## config.mk

```make
export PLATFORM = sky130hd
export DESIGN_NAME = tdc_coarse_fine
export DESIGN_NICKNAME = d
export VERILOG_FILES = /design/src/rtl/tdc_pkg.sv /design/src/rtl/tdc_therm2bin.sv /design/src/rtl/tdc_coarse_fine.sv
export SDC_FILE = /design/constraint.sdc
export NUM_CORES = 1
export LEC_CHECK = 0
export BUFFER_PORTS_ARGS = -buffer_cell sky130_fd_sc_hd__buf_2
export CAP_MARGIN = 10
export CORE_AREA = 2 2 77 79
export CTS_BUF_LIST = sky130_fd_sc_hd__clkbuf_8
export CTS_CLUSTER_DIAMETER = 200
export CTS_CLUSTER_SIZE = 10
export DETAILED_ROUTE_END_ITERATION = 16
export DIE_AREA = 0 0 79 81
export PLACE_DENSITY = 0.9
export SYNTH_ARGS = -nofsm -noshare
export SYNTH_HDL_FRONTEND = slang
export SYNTH_SLANG_ARGS = --single-unit
```

## constraint.sdc

```tcl
create_clock -name clk -period 4.1 [get_ports clk]
set_input_delay 0.41 -clock clk [delete_from_list [all_inputs] [get_ports clk]]
set_output_delay 0.41 -clock clk [all_outputs]
set_load 0.05 [all_outputs]
```

## src/rtl/tdc_pkg.sv

```systemverilog
// tdc_pkg: shared FSM state encoding and fine-code width helper for the coarse/fine TDC.
package tdc_pkg;

    typedef enum logic [1:0] {
        IDLE,
        ARMED,
        COUNTING,
        DONE
    } tdc_state_e;

    function automatic int fine_w(input int n);
        return $clog2(n + 1);
    endfunction

endpackage

```

## src/rtl/tdc_therm2bin.sv

```systemverilog
// tdc_therm2bin: bubble-corrects a delay-line thermometer snapshot and counts its leading ones.
module tdc_therm2bin
    import tdc_pkg::*;
#(
    parameter int NUM_STAGES = 8
) (
    input  logic [NUM_STAGES-1:0]           i_therm,
    output logic [fine_w(NUM_STAGES)-1:0]   o_code
);

    localparam int FW = fine_w(NUM_STAGES);

    logic [NUM_STAGES+1:0] w_ext;
    logic [NUM_STAGES-1:0] w_corr;
    logic                  w_run;

    // Pad with a virtual 1 below tap 0 and a virtual 0 above the last tap.
    assign w_ext = {1'b0, i_therm, 1'b1};

    for (genvar i = 0; i < NUM_STAGES; i++) begin : g_maj
        assign w_corr[i] = (w_ext[i] & w_ext[i+1]) | (w_ext[i+1] & w_ext[i+2]) | (w_ext[i] & w_ext[i+2]);
    end

    always_comb begin
        w_run  = 1'b1;
        o_code = '0;
        for (int k = 0; k < NUM_STAGES; k++) begin
            w_run  = w_run & w_corr[k];
            o_code = o_code + FW'(w_run);
        end
    end

endmodule

```

## src/rtl/tdc_coarse_fine.sv

```systemverilog
// tdc_coarse_fine: start->stop interval as coarse clk count plus fine delay-line code,
// one measurement per arm, result held under valid/ready.
module tdc_coarse_fine
    import tdc_pkg::*;
#(
    parameter int          NUM_STAGES  = 8,
    parameter int          COARSE_W    = 16,
    parameter int unsigned MAX_COUNT   = 2**COARSE_W - 1,
    parameter int          SYNC_STAGES = 2
) (
    input  logic                          clk,
    input  logic                          reset,
    input  logic                          arm,
    input  logic                          start_i,
    input  logic                          stop_i,
    input  logic [NUM_STAGES-1:0]         tap_i,
    output logic                          busy,
    output logic                          result_valid,
    input  logic                          result_ready,
    output logic [COARSE_W-1:0]           coarse_count,
    output logic [fine_w(NUM_STAGES)-1:0] fine_code,
    output logic                          timeout
);

    localparam int FW = fine_w(NUM_STAGES);

    logic [SYNC_STAGES-1:0] r_start_sync, r_stop_sync;
    logic                   r_start_prev, r_stop_prev;
    logic [NUM_STAGES-1:0]  r_tap_pipe [SYNC_STAGES];
    tdc_state_e             r_state;
    logic [COARSE_W-1:0]    r_cnt;
    logic                   r_busy, r_valid, r_timeout;
    logic [COARSE_W-1:0]    r_coarse;
    logic [FW-1:0]          r_fine;

    logic                   w_start_edge, w_stop_edge, w_at_max;
    logic [COARSE_W-1:0]    w_elapsed;
    logic [FW-1:0]          w_fine;

    // Taps travel the same depth as stop so the snapshot lines up with the stop edge.
    always_ff @(posedge clk or posedge reset) begin
        if (reset) begin
            r_start_sync <= '0;
            r_stop_sync  <= '0;
            r_start_prev <= 1'b0;
            r_stop_prev  <= 1'b0;
            for (int k = 0; k < SYNC_STAGES; k++) r_tap_pipe[k] <= '0;
        end else begin
            r_start_sync  <= {r_start_sync[SYNC_STAGES-2:0], start_i};
            r_stop_sync   <= {r_stop_sync[SYNC_STAGES-2:0], stop_i};
            r_start_prev  <= r_start_sync[SYNC_STAGES-1];
            r_stop_prev   <= r_stop_sync[SYNC_STAGES-1];
            r_tap_pipe[0] <= tap_i;
            for (int k = 1; k < SYNC_STAGES; k++) r_tap_pipe[k] <= r_tap_pipe[k-1];
        end
    end

    assign w_start_edge = r_start_sync[SYNC_STAGES-1] & ~r_start_prev;
    assign w_stop_edge  = r_stop_sync[SYNC_STAGES-1] & ~r_stop_prev;

    tdc_therm2bin #(.NUM_STAGES(NUM_STAGES)) u_therm2bin (
        .i_therm (r_tap_pipe[SYNC_STAGES-1]),
        .o_code  (w_fine)
    );

    // r_cnt starts at 0 on the start edge; the cycle count to report is one more than it holds.
    assign w_elapsed = r_cnt + 1'b1;
    assign w_at_max  = w_elapsed == COARSE_W'(MAX_COUNT);

    always_ff @(posedge clk or posedge reset) begin
        if (reset) begin
            r_state   <= IDLE;
            r_cnt     <= '0;
            r_busy    <= 1'b0;
            r_valid   <= 1'b0;
            r_coarse  <= '0;
            r_fine    <= '0;
            r_timeout <= 1'b0;
        end else begin
            case (r_state)
                IDLE: if (arm) begin
                    r_state <= ARMED;
                    r_busy  <= 1'b1;
                end
                ARMED: if (w_start_edge && w_stop_edge) begin
                    r_state   <= DONE;
                    r_valid   <= 1'b1;
                    r_coarse  <= '0;
                    r_fine    <= w_fine;
                    r_timeout <= 1'b0;
                end else if (w_start_edge) begin
                    r_state <= COUNTING;
                    r_cnt   <= '0;
                end
                COUNTING: begin
                    r_cnt <= w_elapsed;
                    if (w_stop_edge || w_at_max) begin
                        r_state   <= DONE;
                        r_valid   <= 1'b1;
                        r_coarse  <= w_elapsed;
                        r_fine    <= w_stop_edge ? w_fine : '0;
                        r_timeout <= ~w_stop_edge;
                    end
                end
                DONE: if (result_ready) begin
                    r_state <= IDLE;
                    r_busy  <= 1'b0;
                    r_valid <= 1'b0;
                end
                default: r_state <= IDLE;
            endcase
        end
    end

    assign busy         = r_busy;
    assign result_valid = r_valid;
    assign coarse_count = r_coarse;
    assign fine_code    = r_fine;
    assign timeout      = r_timeout;

endmodule
```

After elaboration in Yosys (flattened, before gate mapping)

Cells that the tools add are included.

Output and inout port bits: 23
Bits in registers: 63
Word-level logic and storage cells: 107
Input port bits: 14

Bitwise gates (word level): 39
$add $sub $neg: 8
Eq/ne operators: 11
Reductions and logical operators: 11
Mux-type cells: 25

Operators by type and width:

| cell                                          | count |
|---|---|
| two-way mux 16 bit                            | 4 |
| one-hot mux 16 bit (2 select lines)           | 2 |
| adder 4 x 1 -> 4 bit                          | 6 |
| bitwise AND 1 bit                             | 22 |
| adder 16 x 1 -> 16 bit, second input constant | 1 |
| == test 16 bit, second input constant         | 1 |
| bitwise OR 1 bit                              | 14 |
| two-way mux 4 bit                             | 3 |
| != test 2 bit, second input constant          | 6 |
| two-way mux 2 bit                             | 5 |
| AND reduction 3 bit                           | 3 |
| one-hot mux 2 bit (4 select lines)            | 1 |
| one-hot mux 4 bit (2 select lines)            | 1 |
| AND reduction 4 bit                           | 2 |
| two-way mux 1 bit                             | 6 |
| == test 2 bit, second input constant          | 2 |
| one-hot mux 1 bit (2 select lines)            | 2 |
| nonzero test 2 bit                            | 2 |
| != test 3 bit, second input constant          | 1 |
| NOT 1 bit                                     | 3 |
| one-hot mux 1 bit (3 select lines)            | 1 |
| nonzero test 3 bit                            | 1 |
| adder 1 x 1 -> 2 bit                          | 1 |
| == test 2 x 1 -> 1 bit, second input constant | 1 |
| other kinds (3)                               | 3 |

Depth between registers and ports, before layout

Gate-level depths: netlist (run 1).

Word-level depth: 14
Mapped depth: 12
Mapped depth without buffers: 12

Hierarchy

From an unflattened synthesis (run 1), not the netlist that was laid out.

Cells, all modules: 278
Area total of the unflattened synthesis: 3136.8 um^2

By module, submodules not included:

| module          | area an instance (um^2) | seq. area each (um^2) | cells each | instances |
|---|---|---|---|---|
| tdc_coarse_fine | 2835.2                  | 1576.5                | 239        | 1 |
| tdc_therm2bin   | 301.5                   | 0.0                   | 39         | 1 |

Least setup slack after synthesis (run 1)

OpenSTA, ideal clock, no wires.

Path type: register -> register
Start: register r_tap_pipe[3] (netlist bit)
End: register r_fine[1], in the netlist fine_code[1]
Arrival time: 2.836 ns
Path slack: 1.131 ns
Clock period less this slack: 2.969 ns
Path buffers: 0
Data required time: 3.966 ns
Library setup time: 0.134 ns
Stages on the path, launching flop included: 12
Cell sequence: dfrtp_1 -> a21oi_1 -> or2_2 -> nor2_1 -> inv_1 -> fa_1 -> fa_1 -> fa_1 -> inv_1 -> fa_1 -> nand3_1 -> o21ai_0

Word-level cells in the longest chain between the ends: 13
Elaborated cells between the ends (all ways): 26
Classes of those cells: add/sub (6); mux (4); bitwise (16)

RTL lines:

| item                                                                    | RTL line                                 | text |
|---|---|---|
| from (decl)                                                             | tdc_coarse_fine.sv:29                    | `logic [NUM_STAGES-1:0] r_tap_pipe [SYNC_STAGES];` |
| bitwise AND 1 bit                                                       | tdc_therm2bin.sv:21                      | `assign w_corr[i] = (w_ext[i] & w_ext[i+1]) \| (w_ext[i+1] & w_ext[i+2]) \| (w_ext[i] & w_ext[i+2]);` |
| bitwise OR 1 bit (2 in series)                                          | tdc_therm2bin.sv:21                      |  |
| bitwise AND 1 bit                                                       | tdc_therm2bin.sv:28                      | `w_run = w_run & w_corr[k];` |
| adder 4 x 1 -> 4 bit or bitwise AND 1 bit (tied branches) (5 in series) | tdc_therm2bin.sv:29, tdc_therm2bin.sv:28 |  |
| adder 4 x 1 -> 4 bit *                                                  | tdc_therm2bin.sv:29                      | `o_code = o_code + FW'(w_run);` |
| two-way mux 4 bit                                                       | tdc_coarse_fine.sv:101                   | `r_fine <= w_stop_edge ? w_fine : '0;` |
| two-way mux 4 bit                                                       | tdc_coarse_fine.sv:97                    | `if (w_stop_edge \|\| w_at_max) begin` |
| one-hot mux 4 bit (2 select lines) *                                    | tdc_coarse_fine.sv:80                    | `case (r_state)` |
| to (signal assigned)                                                    | tdc_coarse_fine.sv:89                    | `r_fine <= w_fine;` |
| to (signal assigned)                                                    | tdc_coarse_fine.sv:101                   |  |
| to (decl)                                                               | tdc_coarse_fine.sv:34                    | `logic [FW-1:0] r_fine;` |

Mark *: on every way between the ends. The rest lies on a longest branch, timed or not. The select of a mux whose other input is x is not followed.
A chain may end at the register's enable or synchronous reset.

Final worst setup path (run 1)

Ends and elaborated chain as after synthesis.

==> results of run 1 <==
-- kinds of logic after synthesis --
kind of cell | Yosys count | share of synthesized area (%)
flip-flops | 63 | 48.5
multiplexers | 18 | 6.23
XOR/XNOR | 13 | 3.50
adder cells (fa/ha/maj) | 14 | 6.23
AO/OA/AOI/OAI | 68 | 15.1
AND/OR/NAND/NOR | 89 | 15.5
buffers and inverters | 35 | 4.96
-- worst max-delay path by stage --
stage                            startpoint  cells after the start                        to  slack (ns)
finish              r_tap_pipe[3]$_DFF_PP0_                     11  fine_code[1]$_DFFE_PP0P_        0.92
global route        r_tap_pipe[2]$_DFF_PP0_                     11  fine_code[1]$_DFFE_PP0P_        0.76
CTS                 r_tap_pipe[3]$_DFF_PP0_                     11  fine_code[1]$_DFFE_PP0P_        0.91
detailed placement  r_tap_pipe[3]$_DFF_PP0_                     11  fine_code[1]$_DFFE_PP0P_        0.91
global placement    r_tap_pipe[3]$_DFF_PP0_                     11  fine_code[1]$_DFFE_PP0P_        1.05
floorplan           r_tap_pipe[3]$_DFF_PP0_                     11  fine_code[1]$_DFFE_PP0P_        1.13
-- metrics by stage --
stage	total power, uW	setup WS, ns	hold WS [ns]
after CTS	1980	0.907	0.156
after detailed placement	1320	0.907	0.335
final	1970	0.923	0.166
after global placement	1300	1.05	0.331
after floorplan	1210	1.13	0.331
after global routing	2070	0.756	0.154
-- cell usage after synthesis, types with 3 or more instances --
| master | n | area, um^2 |
|---|---|---|
| fa_1 | 4 | 80.1 |
| buf_2 | 3 | 15.0 |
| xnor2_1 | 4 | 35.0 |
| a21o_1 | 5 | 37.5 |
| dfrtp_1 | 63 | 1580 |
| a21boi_0 | 4 | 30.0 |
| mux2_2 | 14 | 158 |
| o21a_1 | 3 | 22.5 |
| nor2_1 | 4 | 15.0 |
| and2_1 | 8 | 50.1 |
| nand2b_1 | 7 | 43.8 |
| nor2b_1 | 8 | 50.1 |
| ha_1 | 9 | 113 |
| nand3_1 | 13 | 65.1 |
| nor3_1 | 4 | 20.0 |
| xor2_1 | 9 | 78.8 |
| mux2i_1 | 3 | 30.0 |
| o21ai_0 | 14 | 70.1 |
| o22ai_1 | 8 | 50.1 |
| clkbuf_1 | 7 | 26.3 |
| and3_1 | 3 | 18.8 |
| nand2_1 | 24 | 90.1 |
| inv_1 | 21 | 78.8 |
| o31ai_1 | 5 | 37.5 |
| a21oi_1 | 13 | 65.1 |
-- per-layer routing --
metal / track usage [%] / wire, um / up-vias
li1: - / - / 1126
met1: 26.9 / 2690 / 1104
met5: 0 / 0 / -
met4: 9.14 / 94 / 0
met3: 5.11 / 296 / 10
met2: 33.7 / 2980 / 58
-- power groups by stage --
stage | clock (uW) | sequential (uW) | combinational, uW
after floorplan | 0 | 814 | 393
after detailed placement | 0 | 745 | 577
after global placement | 0 | 742 | 559
after global routing | 691 | 745 | 635
after CTS | 664 | 735 | 581
final | 656 | 735 | 575
-- cell type report --
cell class,instances,area (um^2)
multi-input cells,202,1510
clock buffers,10,138
inverters,21,78.8
clock inverters,6,109
flip-flops and latches,63,1580
repair buffers,39,203
well taps,75,93.8
fillers,432,1960
-- flip-flops by register name, summed over array words and instances (netlist names) --
| signal | cells |
|---|---|
| r_cnt | 16 |
| coarse_count | 16 |
| r_state | 2 |
| r_start_sync | 2 |
| timeout | 1 |
| r_stop_prev | 1 |
| fine_code | 4 |
| r_stop_sync | 2 |
| r_tap_pipe | 16 |
| r_start_prev | 1 |
| busy | 1 |
| result_valid | 1 |
==> results.py, run 1 <==
metrics = {
    "status": {
        "status": "finished, final reports clean",
    },
    "critical_path": {
        "cp_top_family": "adder cells",
        "path_max_fanout": 5,
        "critPathRequiredTime_ns": 4.32,
        "cpPeakStageDelay_ns": 0.50,
        "worstPathCellList": "a31oi_1 > or2_2 > nor2_1 > inv_1 > fa_1 > fa_1 > fa_1 > inv_1 > fa_1 > nand3_1 > o21ai_0",
        "rr_endpoint": "fine_code[1]$_DFFE_PP0P_",
        "crit_top_cell": "fa_1",
        "cp-start-kind": "register",
        "path_buf_inv": 2,
        "slowest_stage": "fa_1",
        "regToRegSetupSlack_ns": 0.92,
        "worstSetupPathType": "register to register",
        "critPathArrivalTime_ns": 3.40,
        "r2r-start": "r_tap_pipe[3]$_DFF_PP0_",
        "cp-end-kind": "register",
        "r2r_cells": 11,
    },
    "grt": {
        "grt_max_degree": 64,
        "grt_pass1_wl_um": 10200,
        "grt_pass1_vias": 2207,
        "antenna_found_initial": 0,
        "track_usage_pct": 20.9,
        "grt_overflow": 0,
    },
    "worst_hold_path": {
        "hold_depth": 1,
        "min_from": "stop_i",
        "whs_endpoint": "r_stop_sync[0]$_DFF_PP0_",
        "hp-class": "input pin to register",
    },
    "yosys": {
        "synth_ff_type": "dfrtp_1",
        "yosys.cell_types.count": 55,
        "ys_seq_area_share_pct": 48.5,
        "synth_edf_count": 0,
        "async_reset_ff_share_pct": 100,
        "synth_nets": 327,
        "postSynthCellCount": 300,
        "synth_warnings": 0,
        "syn-cell-area_um2": 3250,
        "syn_area_per_cell_um2": 10.8,
        "ys_seq_elements": 63,
    },
    "floorplanning": {
        "die-area_um2": 6400,
        "die_y_um": 81,
        "ioPinCount": 37,
        "fp-row-count": 28,
        "core_um2": 5680,
        "die_w_um": 79,
        "initial_core_util_pct": 57.3,
    },
    "drt": {
        "postRouteAntennaNets": 0,
        "dr.pass1.iters": 4,
        "wirelength_um": 6060,
        "vias_per_cell": 5.52,
        "drc": 0,
        "drtIter0Drc": 147,
        "avgRoutedWirePerCell_um": 14.6,
        "vias": 2298,
    },
    "cts": {
        "postCtsHoldBufs": 0,
        "post-cts-setup-buffers": 0,
        "path_clk_slew_ns": 0.07,
        "cts_buffer_depth": 2,
        "htree_levels": 3,
        "cts_sinks": 63,
        "cts_root_buf": "clkbuf_8",
        "cts_made_buffers": 9,
        "cts_tree": "done",
        "cts_resized": 0,
        "insertion_delay_ns": 0.35,
    },
    "sta": {
        "rsz0062_at_grt": "false",
        "hold_violations": 0,
        "maxSlewViolCount": 0,
        "relSlewSlack_pct": 49.5,
        "fin_worst_skew_ns": 0.0108,
        "worstMarginPinSlew_ns": 0.757,
        "post-route-period-util_pct": 77.5,
        "post-route-min-period_ns": 3.18,
        "maxClockFrequency_mhz": 315,
        "finalSetupViolCount": 0,
        "tns_ns": 0,
    },
    "place": {
        "dp_hpwl_um": 4240,
        "io_buffers": 36,
        "gp_congestion": 0.840,
        "dp.cells": 400,
        "dpl_cell_area_um2": 3470,
    },
    "power_and_ir_drop": {
        "swShare_pct": 33.7,
        "p_seq_share_pct": 37.4,
        "netSwitchingPower_uw": 663,
        "power.density_nw_per_um2": 530,
        "leakage_uw": 0.00174,
        "p_clk_share_pct": 33.4,
        "power.internal_uw": 1300,
        "p_comb_share_pct": 29.2,
        "irDropWorstVdd_v": 0.000246,
    },
    "layout": {
        "syn_to_final_growth_pct": 14.2,
        "num_antenna_cells": 0,
        "final_cell_mix": "dfrtp_1, buf_2, nand2_1",
        "nets": 363,
        "fin_util_pct": 65.4,
        "drive_above_1_share_pct": 22.9,
        "final_common_cell": "dfrtp_1",
        "postLayoutCellArea_um2": 3710,
        "final_cells": 416,
    },
    "run": {
        "drv_cap": 0,
    },
}
Note: power is estimated with default switching activity, not from simulation.
==> inputs of run 2 (changes only) <==
--- a/config.mk
+++ b/config.mk
@@ -5,15 +5,16 @@
 export SDC_FILE = /design/constraint.sdc
 export NUM_CORES = 1
 export LEC_CHECK = 0
+export ABC_AREA = 1
 export BUFFER_PORTS_ARGS = -buffer_cell sky130_fd_sc_hd__buf_2
 export CAP_MARGIN = 10
-export CORE_AREA = 2 2 77 79
+export CORE_AREA = 2 2 76 78
 export CTS_BUF_LIST = sky130_fd_sc_hd__clkbuf_8
 export CTS_CLUSTER_DIAMETER = 200
 export CTS_CLUSTER_SIZE = 10
 export DETAILED_ROUTE_END_ITERATION = 16
-export DIE_AREA = 0 0 79 81
-export PLACE_DENSITY = 0.9
+export DIE_AREA = 0 0 78 80
+export PLACE_DENSITY = 0.89
 export SYNTH_ARGS = -nofsm -noshare
 export SYNTH_HDL_FRONTEND = slang
 export SYNTH_SLANG_ARGS = --single-unit
==> constraint.sdc (replaced) <==
create_clock -name clk -period 3 [get_ports clk]
set_input_delay 0.3 -clock clk [delete_from_list [all_inputs] [get_ports clk]]
set_output_delay 0.3 -clock clk [all_outputs]
set_load 0.05 [all_outputs]
==> run 2 against run 1 <==
Effect of this change: via count grew 11%; cell count grew 17%; combinational power grew 51%; final area shrank 3.5%; fmax grew 6.9%; clock power shrank 3.5%; largest cell class unchanged.
==> results.py, run 2 <==
metrics = {
    "yosys": {
        "synth_edf_count": 0,
        "yosys.cell_count.top_type": "nand2_1",
        "postSynthCellCount": 364,
        "async_reset_ff_share_pct": 100,
        "yosys-top-cells-area": "dfrtp_1, nand2_1, nand3_1",
        "ys_seq_elements": 63,
        "syn_area_per_cell_um2": 8.55,
        "synth_nets": 391,
        "yosys.cell_types.count": 27,
        "yosysTopAreaCellShare_pct": 50.7,
        "syn-cell-area_um2": 3110,
        "synth_commonest_cells": "nand2_1, dfrtp_1, inv_1",
        "synth_ff_type": "dfrtp_1",
        "synth_area_leader_cell": "dfrtp_1",
        "ys_seq_area_share_pct": 50.7,
        "synth_warnings": 0,
    },
    "grt": {
        "grt_max_degree": 54,
        "grt_overflow": 0,
        "antenna_found_initial": 0,
        "grt_pass1_wl_um": 11400,
        "grt_pass1_vias": 2503,
        "track_usage_pct": 23.9,
    },
    "critical_path": {
        "cp-start-kind": "register",
        "regToRegSetupSlack_ns": 0.03,
        "path_max_fanout": 3,
        "worstSetupPathType": "register to register",
        "worstPathCellList": "o21ai_2 > nand2_2 > nand2_2 > inv_2 > nand2_2 > inv_2 > nand2_2 > fa_1 > fa_1 > fa_2 > inv_2 > fa_2 > nand3_2 > nand2_1",
        "cp-startpoint": "r_tap_pipe[2]$_DFF_PP0_",
        "r2r_cells": 14,
        "cpPeakStageDelay_ns": 0.46,
        "cp-end-kind": "register",
        "r2r-start": "r_tap_pipe[2]$_DFF_PP0_",
        "crit_top_cell": "nand2_2",
        "critPathRequiredTime_ns": 3.24,
        "critPathArrivalTime_ns": 3.21,
        "slowest_stage": "fa_1",
        "rr_endpoint": "fine_code[1]$_DFFE_PP0P_",
    },
    "drt": {
        "met1Wirelength_um": 2770,
        "vias_per_cell": 5.24,
        "wl_met2_um": 3250,
        "drc": 0,
        "top_layer": "met4",
        "drtIter0Drc": 211,
        "avgRoutedWirePerCell_um": 13.3,
        "vias": 2552,
        "wl_met3_um": 362,
        "postRouteAntennaNets": 0,
        "wirelength_um": 6500,
        "dr.pass1.iters": 4,
    },
    "floorplanning": {
        "die-area_um2": 6240,
        "ioPinCount": 37,
        "die_y_um": 80,
        "die_w_um": 78,
        "core_um2": 5410,
        "initial_core_util_pct": 57.6,
        "fp-row-count": 27,
    },
    "sta": {
        "fin_worst_skew_ns": 0.00452,
        "timing.hold.ws_ns": 0.0523,
        "relSlewSlack_pct": 28.1,
        "post-route-period-util_pct": 99.1,
        "rsz0062_at_grt": "true",
        "maxClockFrequency_mhz": 336,
        "worstMarginPinSlew_ns": 1.08,
        "maxSlewViolCount": 0,
        "finalSetupViolCount": 0,
        "hold_violations": 0,
        "post-route-min-period_ns": 2.97,
        "tns_ns": 0,
    },
    "place": {
        "gp_congestion": 0.882,
        "io_buffers": 36,
        "dpl_cell_area_um2": 3370,
        "dp_hpwl_um": 4430,
    },
    "run": {
        "drv_cap": 0,
    },
    "layout": {
        "postLayoutCellArea_um2": 3580,
        "drive_above_1_share_pct": 21.9,
        "final_common_cell": "nand2_1",
        "syn_to_final_growth_pct": 15.1,
        "num_antenna_cells": 0,
        "nets": 438,
        "final_cell_mix": "nand2_1, dfrtp_1, inv_1",
    },
    "cts": {
        "cts_root_buf": "clkbuf_8",
        "cts_buffer_depth": 2,
        "htree_levels": 3,
        "insertion_delay_ns": 0.35,
        "cts_made_buffers": 9,
        "cts_tree": "done",
        "cts_sinks": 63,
        "postCtsHoldBufs": 0,
        "path_clk_slew_ns": 0.07,
    },
    "worst_hold_path": {
        "hp-class": "input pin to register",
        "whs_endpoint": "r_tap_pipe[15]$_DFF_PP0_",
        "min_from": "tap_i[7]",
        "hold_depth": 1,
    },
    "power_and_ir_drop": {
        "leakage_uw": 0.00184,
        "power.density_nw_per_um2": 700,
        "irDropWorstVdd_v": 0.000454,
    },
    "status": {
        "status": "finished, final reports clean",
    },
}
run 2: cell types whose count changed in the layout (fill, tap and decap cells not counted), moves of 8 or more:
| cell | delta |
|---|---|
| and2_1 | -8 |
| inv_1 | +16 |
| mux2_2 | -11 |
| nand2_1 | +81 |
| nand2_2 | +10 |
| nand3_1 | +20 |
| nor2_1 | +28 |
| nor2b_1 | -8 |
| o22ai_1 | -8 |
run 2: per-layer routing:
layer | vias to the layer above | global-route usage [%]
li1 | 1246 | -
met1 | 1225 | 30.4
met2 | 70 | 39.3
met3 | 11 | 4.86
met4 | 0 | 11.4
met5 | - | 0
run 2: area by class of cell:
type	count	area, um^2
fill	410	1820
sequential	63	1580
multi-input combinational	250	1340
timing repair buffer	46	255
inverter	41	154
clock buffer	10	138
tap	72	90.1
clock inverter	5	26.3
run 2: worst max-delay path by stage:
stage	endpoint	slack, ns	cells after the start
after floorplan	fine_code[1]$_DFFE_PP0P_	0.04	14
after global placement	fine_code[1]$_DFFE_PP0P_	0.05	11
after detailed placement	fine_code[1]$_DFFE_PP0P_	-0.04	14
after CTS	fine_code[2]$_DFFE_PP0P_	0.01	16
after global routing	fine_code[2]$_DFFE_PP0P_	-0.10	16
final	fine_code[1]$_DFFE_PP0P_	0.03	14
run 2: power by group:
part | leakage [uW] | internal (uW) | total, uW | switching, uW
logic | 0.000937 | 242 | 868 | 626
registers | 0.000815 | 938 | 1010 | 68.0
clock network | 0.0000891 | 309 | 633 | 324
total | 0.00184 | 1490 | 2510 | 1020
run 2: timing repair:
item                                   in CTS  in global routing
endpoints found under the hold margin       0                  0
gates resized for setup                     9                  4
buffers inserted                            2                  0
gates cloned                                0                  0
pin swaps                                   4                  4
setup endpoints to repair                   2                  2
run 2: cell families (layout without fill, tap and decap cells):
logic type	Yosys count	count (layout)	share of synthesized area, %
compound gates	30	30	5.19
xor+xnor	4	4	1.13
fa+ha+maj	16	16	7.16
buf+inv	51	102	7.12
flops	63	63	50.7
mux	3	3	1.09
simple gates	197	197	27.7
run 2: critical path, delay by kind of cell (launching register included):
| family | cells | cell delay (ns) |
|---|---|---|
| flops | 1 | 0.43 |
| buf+inv | 3 | 0.16 |
| compound gates | 1 | 0.19 |
| fa+ha+maj | 4 | 1.67 |
| simple gates | 6 | 0.44 |
run 2: stage by stage:
stage | std cells | worst slack, ns | util (%) | power (uW)
after floorplan | 364 | 0.0375 | - | 1690
after global placement | 470 | 0.0476 | 62.4 | 1830
after detailed placement | 470 | -0.0387 | 62.4 | 1870
after CTS | 487 | 0.0125 | 66.1 | 2510
after global routing | 487 | -0.103 | 66.3 | 2670
final | 487 | 0.0277 | 66.3 | 2510
